$ cat config.mk
export PLATFORM = sky130hd
export DESIGN_NAME = bcd_update_arb_flat
export DESIGN_NICKNAME = d
export VERILOG_FILES = /design/src/rtl/bcd_update_arb_if.sv /design/src/rtl/bcd_update_arb.sv /design/src/flat_wrapper.sv
export SDC_FILE = /design/constraint.sdc
export NUM_CORES = 1
export LEC_CHECK = 0
export CORE_MARGIN = 2
export CORE_UTILIZATION = 30
export CTS_BUF_LIST = sky130_fd_sc_hd__clkbuf_4
export CTS_CLUSTER_DIAMETER = 40
export DETAILED_ROUTE_END_ITERATION = 7
export PLACE_DENSITY_LB_ADDON = 0.12
export SLEW_MARGIN = 10
export SYNTH_ARGS = -nofsm -noshare
export SYNTH_HDL_FRONTEND = slang
export SYNTH_SLANG_ARGS = --single-unit
export TNS_END_PERCENT = 5
$ cat constraint.sdc
create_clock -name clk -period 2.8 [get_ports clk]
set_input_delay 0.28 -clock clk [delete_from_list [all_inputs] [get_ports clk]]
set_output_delay 0.28 -clock clk [all_outputs]
set_load 0.01 [all_outputs]
$ cat src/rtl/bcd_update_arb_if.sv
// Request/display bundle for the shared binary-to-BCD converter.
// The requester side is master; the converter is slave.
interface bcd_update_arb_if #(
  parameter int WIDTH = 8
);
  logic [1:0]       req_valid;
  logic [1:0]       req_ready;
  logic [WIDTH-1:0] req0_data;
  logic [WIDTH-1:0] req1_data;
  logic [3:0]       hundreds;
  logic [3:0]       tens;
  logic [3:0]       ones;
  logic             disp_src;
  logic             busy;
  logic             done;

  modport master (
    output req_valid, req0_data, req1_data,
    input  req_ready, hundreds, tens, ones,
    input  disp_src, busy, done
  );

  modport slave (
    input  req_valid, req0_data, req1_data,
    output req_ready, hundreds, tens, ones,
    output disp_src, busy, done
  );
endinterface

$ cat src/rtl/bcd_update_arb.sv
// Round-robin shared double-dabble converter driving 3 display digits,
// with a hold window after each commit to rate-limit updates.
module bcd_update_arb #(
  parameter int WIDTH       = 8,
  parameter int HOLD_CYCLES = 27000
) (
  input logic            clk,
  input logic            rst,
  bcd_update_arb_if.slave bus
);
  localparam int HW = (HOLD_CYCLES > 1) ? $clog2(HOLD_CYCLES) : 1;

  typedef enum logic [1:0] {
    IDLE,
    SHIFT,
    COMMIT,
    HOLD
  } state_t;

  state_t           state;
  state_t           state_nxt;
  logic [WIDTH-1:0] sh;
  logic [11:0]      scr;
  logic [11:0]      adj;
  logic [3:0]       bit_cnt;
  logic [HW-1:0]    hold_cnt;
  logic             src;
  logic             last_grant;
  logic             gnt;
  logic [1:0]       ready;
  logic             xfer;
  logic [3:0]       hundreds_q;
  logic [3:0]       tens_q;
  logic [3:0]       ones_q;
  logic             disp_src_q;
  logic             done_q;
  logic             unused_adj;

  // Tie goes to the requester that did not win last time.
  always_comb begin
    gnt   = bus.req_valid[1];
    ready = 2'b00;
    if (bus.req_valid == 2'b11) begin
      gnt = ~last_grant;
    end
    if (state == IDLE) begin
      if (bus.req_valid == 2'b11) begin
        ready = gnt ? 2'b10 : 2'b01;
      end else begin
        ready = bus.req_valid;
      end
    end
    xfer = |ready;
  end

  always_comb begin
    adj = scr;
    for (int k = 0; k < 3; k++) begin
      if (scr[4*k +: 4] >= 4'd5) begin
        adj[4*k +: 4] = scr[4*k +: 4] + 4'd3;
      end
    end
  end

  assign unused_adj = adj[11];

  always_comb begin
    state_nxt = state;
    unique case (state)
      IDLE:   if (xfer) state_nxt = SHIFT;
      SHIFT:  if (bit_cnt == 4'd1) state_nxt = COMMIT;
      COMMIT: state_nxt = HOLD;
      HOLD:   if (hold_cnt == '0) state_nxt = IDLE;
      default: state_nxt = IDLE;
    endcase
  end

  always_ff @(posedge clk) begin
    if (rst) begin
      state <= IDLE;
    end else begin
      state <= state_nxt;
    end
  end

  always_ff @(posedge clk) begin
    if (rst) begin
      sh         <= '0;
      scr        <= '0;
      bit_cnt    <= '0;
      hold_cnt   <= '0;
      src        <= 1'b0;
      last_grant <= 1'b1;
      hundreds_q <= '0;
      tens_q     <= '0;
      ones_q     <= '0;
      disp_src_q <= 1'b0;
      done_q     <= 1'b0;
    end else begin
      done_q <= (state == COMMIT);
      unique case (state)
        IDLE: begin
          if (xfer) begin
            sh         <= gnt ? bus.req1_data : bus.req0_data;
            scr        <= '0;
            bit_cnt    <= 4'(WIDTH);
            src        <= gnt;
            last_grant <= gnt;
          end
        end
        SHIFT: begin
          {scr, sh} <= {adj[10:0], sh, 1'b0};
          bit_cnt   <= bit_cnt - 4'd1;
        end
        COMMIT: begin
          hundreds_q <= scr[11:8];
          tens_q     <= scr[7:4];
          ones_q     <= scr[3:0];
          disp_src_q <= src;
          hold_cnt   <= HW'(HOLD_CYCLES - 1);
        end
        HOLD: begin
          if (hold_cnt != '0) hold_cnt <= hold_cnt - 1'b1;
        end
        default: ;
      endcase
    end
  end

  assign bus.req_ready = ready;
  assign bus.hundreds  = hundreds_q;
  assign bus.tens      = tens_q;
  assign bus.ones      = ones_q;
  assign bus.disp_src  = disp_src_q;
  assign bus.busy      = (state != IDLE);
  assign bus.done      = done_q;
endmodule

$ cat src/flat_wrapper.sv
// flat-port wrapper written by rule: the top's interface ports become plain ports
module bcd_update_arb_flat 
#(
  parameter int WIDTH       = 8,
  parameter int HOLD_CYCLES = 27000
)
  (clk, rst, bus_req_valid, bus_req0_data, bus_req1_data, bus_req_ready, bus_hundreds, bus_tens, bus_ones, bus_disp_src, bus_busy, bus_done);
  bcd_update_arb_if #(.WIDTH(WIDTH)) bus_i ();
  input logic clk;
  input logic rst;
  input wire logic [$bits(bus_i.req_valid)-1:0] bus_req_valid;
  input wire logic [$bits(bus_i.req0_data)-1:0] bus_req0_data;
  input wire logic [$bits(bus_i.req1_data)-1:0] bus_req1_data;
  output wire logic [$bits(bus_i.req_ready)-1:0] bus_req_ready;
  output wire logic [$bits(bus_i.hundreds)-1:0] bus_hundreds;
  output wire logic [$bits(bus_i.tens)-1:0] bus_tens;
  output wire logic [$bits(bus_i.ones)-1:0] bus_ones;
  output wire logic [$bits(bus_i.disp_src)-1:0] bus_disp_src;
  output wire logic [$bits(bus_i.busy)-1:0] bus_busy;
  output wire logic [$bits(bus_i.done)-1:0] bus_done;
  assign bus_i.req_valid = bus_req_valid;
  assign bus_i.req0_data = bus_req0_data;
  assign bus_i.req1_data = bus_req1_data;
  assign bus_req_ready = bus_i.req_ready;
  assign bus_hundreds = bus_i.hundreds;
  assign bus_tens = bus_i.tens;
  assign bus_ones = bus_i.ones;
  assign bus_disp_src = bus_i.disp_src;
  assign bus_busy = bus_i.busy;
  assign bus_done = bus_i.done;
  bcd_update_arb #(.WIDTH(WIDTH), .HOLD_CYCLES(HOLD_CYCLES)) u_core (.clk(clk), .rst(rst), .bus(bus_i));
endmodule
==> metrics.cfg, run 1 <==
[critical_path]
timing.critical_path.to_type = register
setup.worst_path.end = u_core.state[1]
critPathMaxFanout = 6
reg2reg_setup_slack_ns = 0.47
startpoint = u_core.hold_cnt[0]
r2r_start = u_core.hold_cnt[0]
arrival_ns = 2.60
worstRegToRegCells = 7
critPathLaunchType = register
crit_type = reg -> reg
critical_path_required_ns = 3.07
r2r-end = u_core.state[1]

[floorplanning]
core_area_sq_mm = 0.00915
initial_utilization_pct = 30.6
die-area_sq_mm = 0.0101
die_w_microns = 101
io_pins = 37
rows = 35
die_height_microns = 101

[logic_synthesis]
yosysSeqAreaShare_pct = 40.8
synth_warnings = 0
synth_nets = 352
ys_ff_latch = 57
synth_edf_count = 0
synth_top_flop_cell = dfxtp_1
yosysTopAreaCellShare_pct = 40.8
syn_area_per_cell_sq_um = 8.80
synthTopCellsByArea = dfxtp_1 41%, mux2i_1 12%, ha_1 6.3%, nor2_1 5.9%, a21oi_1 3.6%
ys_async_sr_fraction_pct = 0
synth_largest_area_cell = dfxtp_1
ys_types = 44
netlist_area_sq_mm = 0.00280
synth_cells = 318

[sta]
fin_worst_skew_ns = 0.00875
worst_slew_pin_slew_ns = 0.829
finalCriticalPeriod_ns = 2.33
setup_violations = 0
slew_violations = 0
hold_ws_ns = 0.314
min_period_over_period_pct = 83.1
slew_headroom_pct = 44.6
rsz0062_at_grt = false
hold_viol = 0
fin_setup_tns_ns = 0
max_freq_ghz = 0.430
timing.final.ws_setup_ns = 0.473

[outcome]
outcome = finished clean

[grt]
grt_pass1_wl_mm = 10.6
grt-ovfl-total = 0
grt_usage_pct = 13.2
antenna_found_initial = 0
grt_pass1_vias = 2212
grt_max_degree = 32

[clock_network]
clk_latency_ns = 0.39
path_clk_slew_ns = 0.10
clock-sinks = 57
tritoncts = built
ctsResizeCount = 0
htree_levels = 3
cts_root_buf = clkbuf_4
numCtsBuffers = 9
cts_setup_buffers = 0
cts_buffer_depth = 2
postCtsHoldBufs = 0

[power]
p_seq_share_pct = 37.7
comb_power_share_pct = 42.4
leakage_nw = 1.27
p_total_mw = 2.92
switchingPower_mw = 1.14
intPower_mw = 1.78
power.share.switching_pct = 39.1
irDropWorstVdd_v = 0.000339
clockPowerShare_pct = 19.9
p_per_area_mw_per_mm2 = 860

[route]
vias_per_cell = 4.75
drc = 0
wirelength_mm = 6.05
vias = 2234
firstDrtPassIters = 4
drtIter0Drc = 93
antenna_left = 0
wl_per_cell_microns = 12.9

[worst_hold_path]
worstHoldPathType = in -> reg

[placed_design]
postPlaceCellArea_sq_mm = 0.00327
port_buffers = 36
place_congestion = 0.775
place_hpwl_mm = 4.15
pre_cts_slack_ns = 0.482

[finish]
nets = 388
antenna_cells = 0
area_delta_synth_final_pct = 21.4
drive_gt1_share_pct = 8.91
post-route-cell-area_sq_mm = 0.00340

[job]
maxCapViolCount = 0

[cells by family after synthesis]
logic type,count (synthesis),share of synthesized area [%]
simple gates,109,19.2
compound gates,60,13.6
flops,57,40.8
buf+inv,34,4.87
mux,33,11.8
fa+ha+maj,14,6.26
xor+xnor,11,3.44
[power by group through the flow]
| stage | logic (mW) | registers, mW | clock network (mW) |
|---|---|---|---|
| 6_report | 1.24 | 1.10 | 0.581 |
| 5_1_grt | 1.39 | 1.13 | 0.638 |
| 4_1_cts | 1.26 | 1.10 | 0.608 |
| 3_5_place_dp | 1.26 | 1.12 | 0 |
| 3_3_place_gp | 1.24 | 1.11 | 0 |
| 2_1_floorplan | 0.995 | 1.09 | 0 |
[through the flow]
stage / instances / utilization (%)
2_1_floorplan: 318 / -
4_1_cts: 470 / 37.1
3_3_place_gp: 454 / 35.7
6_report: 470 / 37.1
3_5_place_dp: 454 / 35.7
5_1_grt: 470 / 37.1
[worst min path at each step]
stage,startpoint,to,slack [ns],cells past startpoint
6_report,rst,u_core.src,0.31,2
4_1_cts,rst,u_core.bus.tens[2],0.30,2
3_3_place_gp,u_core.hold_cnt[3],u_core.hold_cnt[3],0.47,2
3_5_place_dp,u_core.hold_cnt[3],u_core.hold_cnt[3],0.47,2
2_1_floorplan,u_core.hold_cnt[3],u_core.hold_cnt[3],0.44,2
5_1_grt,rst,u_core.bus.disp_src,0.31,2
[synth_stat cells, types with 2 or more instances]
cell / n
or4_4: 2
nand2_1: 12
nor2_1: 44
nand3b_1: 2
a211oi_1: 4
nand2b_1: 7
xnor2_1: 7
xor2_1: 4
clkbuf_1: 14
inv_1: 17
or3_1: 2
ha_1: 14
nand3_1: 10
or2_2: 3
mux2i_1: 33
dfxtp_1: 57
nor2b_1: 2
a22oi_1: 8
nor3_1: 12
a21oi_1: 20
o21ai_0: 17
nor4_1: 5
[registers in the layout (all words and copies together) (netlist names)]
register / cells
u_core.bit_cnt: 4
u_core.bus.disp_src: 1
u_core.bus.done: 1
u_core.bus.hundreds: 4
u_core.bus.ones: 4
u_core.bus.tens: 4
u_core.hold_cnt: 15
u_core.last_grant: 1
u_core.scr: 12
u_core.sh: 8
u_core.src: 1
u_core.state: 2
[final cells by class]
class / count / area (sq um)
well taps: 111 / 139
inverters: 17 / 63.8
fillers: 950 / 5750
repair buffers: 42 / 400
flip-flops and latches: 57 / 1140
clock inverters: 5 / 46.3
multi-input cells: 227 / 1530
clock buffers: 11 / 82.6
[routing by layer]
metal	routed length, microns	GRT usage [%]	vias to the layer above
met3	177	4.37	7
met1	2960	16.8	1023
met4	61	3.16	0
li1	-	-	1178
met5	0	0	-
met2	2850	21.4	26
[critical path, stage by stage, from the launching register on]
cell and delay (ns):
dfxtp_1 0.34, inv_1 0.06, ha_1 0.24, or4b_2 0.61, or4_4 0.50, a21oi_4 0.21, mux2i_1 0.19, nor2_1 0.05
[placed cells by master, fill, tap and decap left out, drive strengths merged, types with 2 or more instances in the layout]
cell | synthesis | routed
nand3b | 2 | 2
clkinv | 0 | 4
a21oi | 21 | 21
nor2 | 44 | 44
xnor2 | 7 | 7
clkdlybuf4s50 | 0 | 35
and2 | 2 | 2
inv | 17 | 17
clkbuf | 14 | 11
a22oi | 8 | 8
nor3 | 12 | 12
or3 | 2 | 2
nand2 | 12 | 12
dfxtp | 57 | 57
nor4 | 5 | 5
buf | 3 | 7
a2111oi | 2 | 2
or4 | 3 | 3
nor2b | 2 | 2
nand2b | 7 | 7
o21ai | 18 | 18
ha | 14 | 14
xor2 | 4 | 4
or2 | 4 | 4
a211oi | 5 | 5
mux2i | 33 | 33
nand3 | 10 | 10
Power figures use the tool's default switching activity.
==> run 2: changes to the inputs <==
- clock period: 2.8 -> 2.3 ns (I/O delays scaled with it)
==> run 2 against run 1 <==
Compared with the run above: via count grew 2.1%; count of clock-buffer cells in the layout down 1; fmax grew 7.1%; die area unchanged; register-to-register slack got worse by 0.35 ns; hold slack worse by 0.017 ns; final cell count grew 1.5%; sequential share of layout area fell by 0.34 points; wire length fell by 0.41%; utilization is 0.42 points higher; clock power up 6.0%; largest power group unchanged.
==> metrics.cfg, run 2 (synthesis results as in run 1) <==
[grt]
grt-ovfl-total = 0  ; unchanged
grt_pass1_vias = 2244  ; +1.4%
grt_usage_pct = 12.9  ; -0.28 points
grt_pass1_wl_mm = 10.3  ; -3.1%
grt_max_degree = 29  ; -9.4%
antenna_found_initial = 0  ; unchanged

[power]
power.share.switching_pct = 39.8  ; +0.64 points
p_total_mw = 3.60  ; +23%
intPower_mw = 2.17  ; +22%
irDropWorstVdd_v = 0.000429  ; +27%
p_seq_share_pct = 37.0  ; -0.7 points
comb_power_share_pct = 45.9  ; +3.5 points
leakage_nw = 1.30  ; +2.1%
p_per_area_mw_per_mm2 = 1050  ; +22%
clockPowerShare_pct = 17.1  ; -2.8 points
switchingPower_mw = 1.43  ; +25%

[placed_design]
place_hpwl_mm = 4.04  ; -2.7%
port_buffers = 36  ; unchanged
place_congestion = 0.754  ; -2.7%
postPlaceCellArea_sq_mm = 0.00332  ; +1.6%

[clock_network]
htree_levels = 3  ; unchanged
numCtsBuffers = 9  ; unchanged
cts_root_buf = clkbuf_4
clock-sinks = 57  ; unchanged
tritoncts = built
path_clk_slew_ns = 0.11  ; about the same
clk_latency_ns = 0.40  ; about the same
cts_buffer_depth = 2  ; unchanged
cts_setup_buffers = 0  ; unchanged

[critical_path]
r2r_start = u_core.hold_cnt[0]
startpoint = u_core.hold_cnt[0]
arrival_ns = 2.43  ; -0.17 ns
crit_path_cell_trace = inv_1 > ha_1 > or4b_4 > or4_4 > and2_4 > nor3_1 > a211oi_1
timing.critical_path.to_type = register
r2r-end = u_core.hold_cnt[1]
critical_path_required_ns = 2.56  ; -0.51 ns
max_stage_delay_ns = 0.56  ; -0.05 ns
setup.worst_path.end = u_core.hold_cnt[1]
critPathMaxFanout = 6  ; unchanged
crit_type = reg -> reg
critPathLaunchType = register
reg2reg_setup_slack_ns = 0.13  ; -0.35 ns
slowest_stage = or4_4
worstRegToRegCells = 7  ; unchanged

[finish]
fill_cells = 918  ; -3.4%
area_delta_synth_final_pct = 22.8
final_common_cell = dfxtp_1
post-route-cell-area_sq_mm = 0.00344  ; +1.1%
largestRegisters = u_core.hold_cnt (15), u_core.scr (12), u_core.sh (8)
nets = 395  ; +1.8%
largest_reg_flops = 15  ; unchanged
final_cell_mix = 56 x dfxtp_1, 44 x nor2_1, 35 x clkdlybuf4s50_1
antenna_cells = 0  ; unchanged
top_register = u_core.hold_cnt
drive_gt1_share_pct = 11.7  ; +2.8 points

[floorplanning]
io_pins = 37  ; unchanged
initial_utilization_pct = 30.6  ; unchanged
die_height_microns = 101  ; unchanged
die_w_microns = 101  ; unchanged
rows = 35  ; unchanged
core_area_sq_mm = 0.00915  ; unchanged
die-area_sq_mm = 0.0101  ; unchanged

[route]
wl_per_cell_microns = 12.6  ; -1.9%
drtIter0Drc = 80  ; -14%
antenna_left = 0  ; unchanged
drc = 0  ; unchanged
firstDrtPassIters = 5  ; +1
vias_per_cell = 4.78  ; +0.65%
wirelength_mm = 6.02  ; -0.41%
vias = 2282  ; +2.1%

[sta]
finalCriticalPeriod_ns = 2.17  ; -0.154 ns
rsz0062_at_grt = false
worst_slew_pin_slew_ns = 0.553  ; -0.276 ns
slew_headroom_pct = 63.2  ; +19 points
setup_violations = 0  ; unchanged
fin_setup_tns_ns = 0  ; unchanged
min_period_over_period_pct = 94.5  ; +11 points
fin_worst_skew_ns = 0.0159  ; +0.00714 ns
slew_violations = 0  ; unchanged
hold_viol = 0  ; unchanged
max_freq_ghz = 0.460  ; +7.1%

[job]
maxCapViolCount = 0  ; unchanged

[worst_hold_path]
worstHoldPathType = in -> reg
whs_path_depth = 2  ; unchanged

[outcome]
outcome = finished clean

[run 2: how the worst min path moves through the flow]
stage | from | end
floorplan | u_core.hold_cnt[3] | u_core.hold_cnt[3]
global placement | u_core.hold_cnt[3] | u_core.hold_cnt[3]
detailed placement | u_core.hold_cnt[3] | u_core.hold_cnt[3]
CTS | rst | u_core.sh[4]
global route | rst | u_core.sh[3]
finish | rst | u_core.sh[4]
[run 2: through the flow]
stage	utilization, %	hold slack, ns	worst slack, ns	std cells
after floorplan	-	0.445	0.0427	318
after global placement	36.3	0.471	0.0975	461
after detailed placement	36.3	0.470	0.0546	461
after CTS	37.5	0.276	0.0403	477
after global routing	37.6	0.267	0.0343	477
final	37.6	0.297	0.127	477
[run 2: power groups by stage]
stage | Combinational, mW | Clock, mW | Sequential, mW
global placement | 1.64 | 0 | 1.35
detailed placement | 1.64 | 0 | 1.35
global route | 1.84 | 0.705 | 1.36
CTS | 1.65 | 0.658 | 1.33
finish | 1.65 | 0.616 | 1.33
floorplan | 1.21 | 0 | 1.32
[run 2: worst max-delay path, delay by kind of cell (launching register included)]
kind                       cells  cell delay [ns]
AOI/OAI and AO/OA              1             0.08
adders and majority gates      1             0.16
buffers and inverters          1             0.06
DFF                            1             0.35
and+or+nand+nor                4             1.39
[run 2: routing by layer]
| metal | track usage (%) | part of all wire, % | vias to the layer above |
|---|---|---|---|
| met5 | 0 | 0 | - |
| met4 | 4.11 | 1.0 | 0 |
| met3 | 4.92 | 3.4 | 6 |
| met2 | 20.0 | 46 | 37 |
| met1 | 16.4 | 50 | 1046 |
| li1 | - | - | 1193 |
[run 2: area by class of cell]
type | count | area, sq um | share of cell area, %
Multi-Input combinational cell | 227 | 1530 | 44.5
Sequential cell | 57 | 1140 | 33.2
Timing Repair Buffer | 49 | 453 | 13.2
Tap cell | 111 | 139 | 4.04
Clock buffer | 10 | 75.1 | 2.18
Inverter | 17 | 63.8 | 1.86
Clock inverter | 6 | 35.0 | 1.02
[run 2: timing repair]
action / CTS / global route
hold buffers: 0 / 0
resized for setup: 0 / 2
setup endpoints to repair: 0 / 2
==> run 3: changes to the inputs <==
==> constraint.sdc (replaced) <==
create_clock -name clk -period 2.3 [get_ports clk]
set_input_delay 0.23 -clock clk [delete_from_list [all_inputs] [get_ports clk]]
set_output_delay 0.23 -clock clk [all_outputs]
set_load 0.005 [all_outputs]
==> results of run 3 <==
The final DEF is identical to that of run 2. Status: finished clean.
Among the figures that moved: total power 3.60 mW -> 3.59 mW
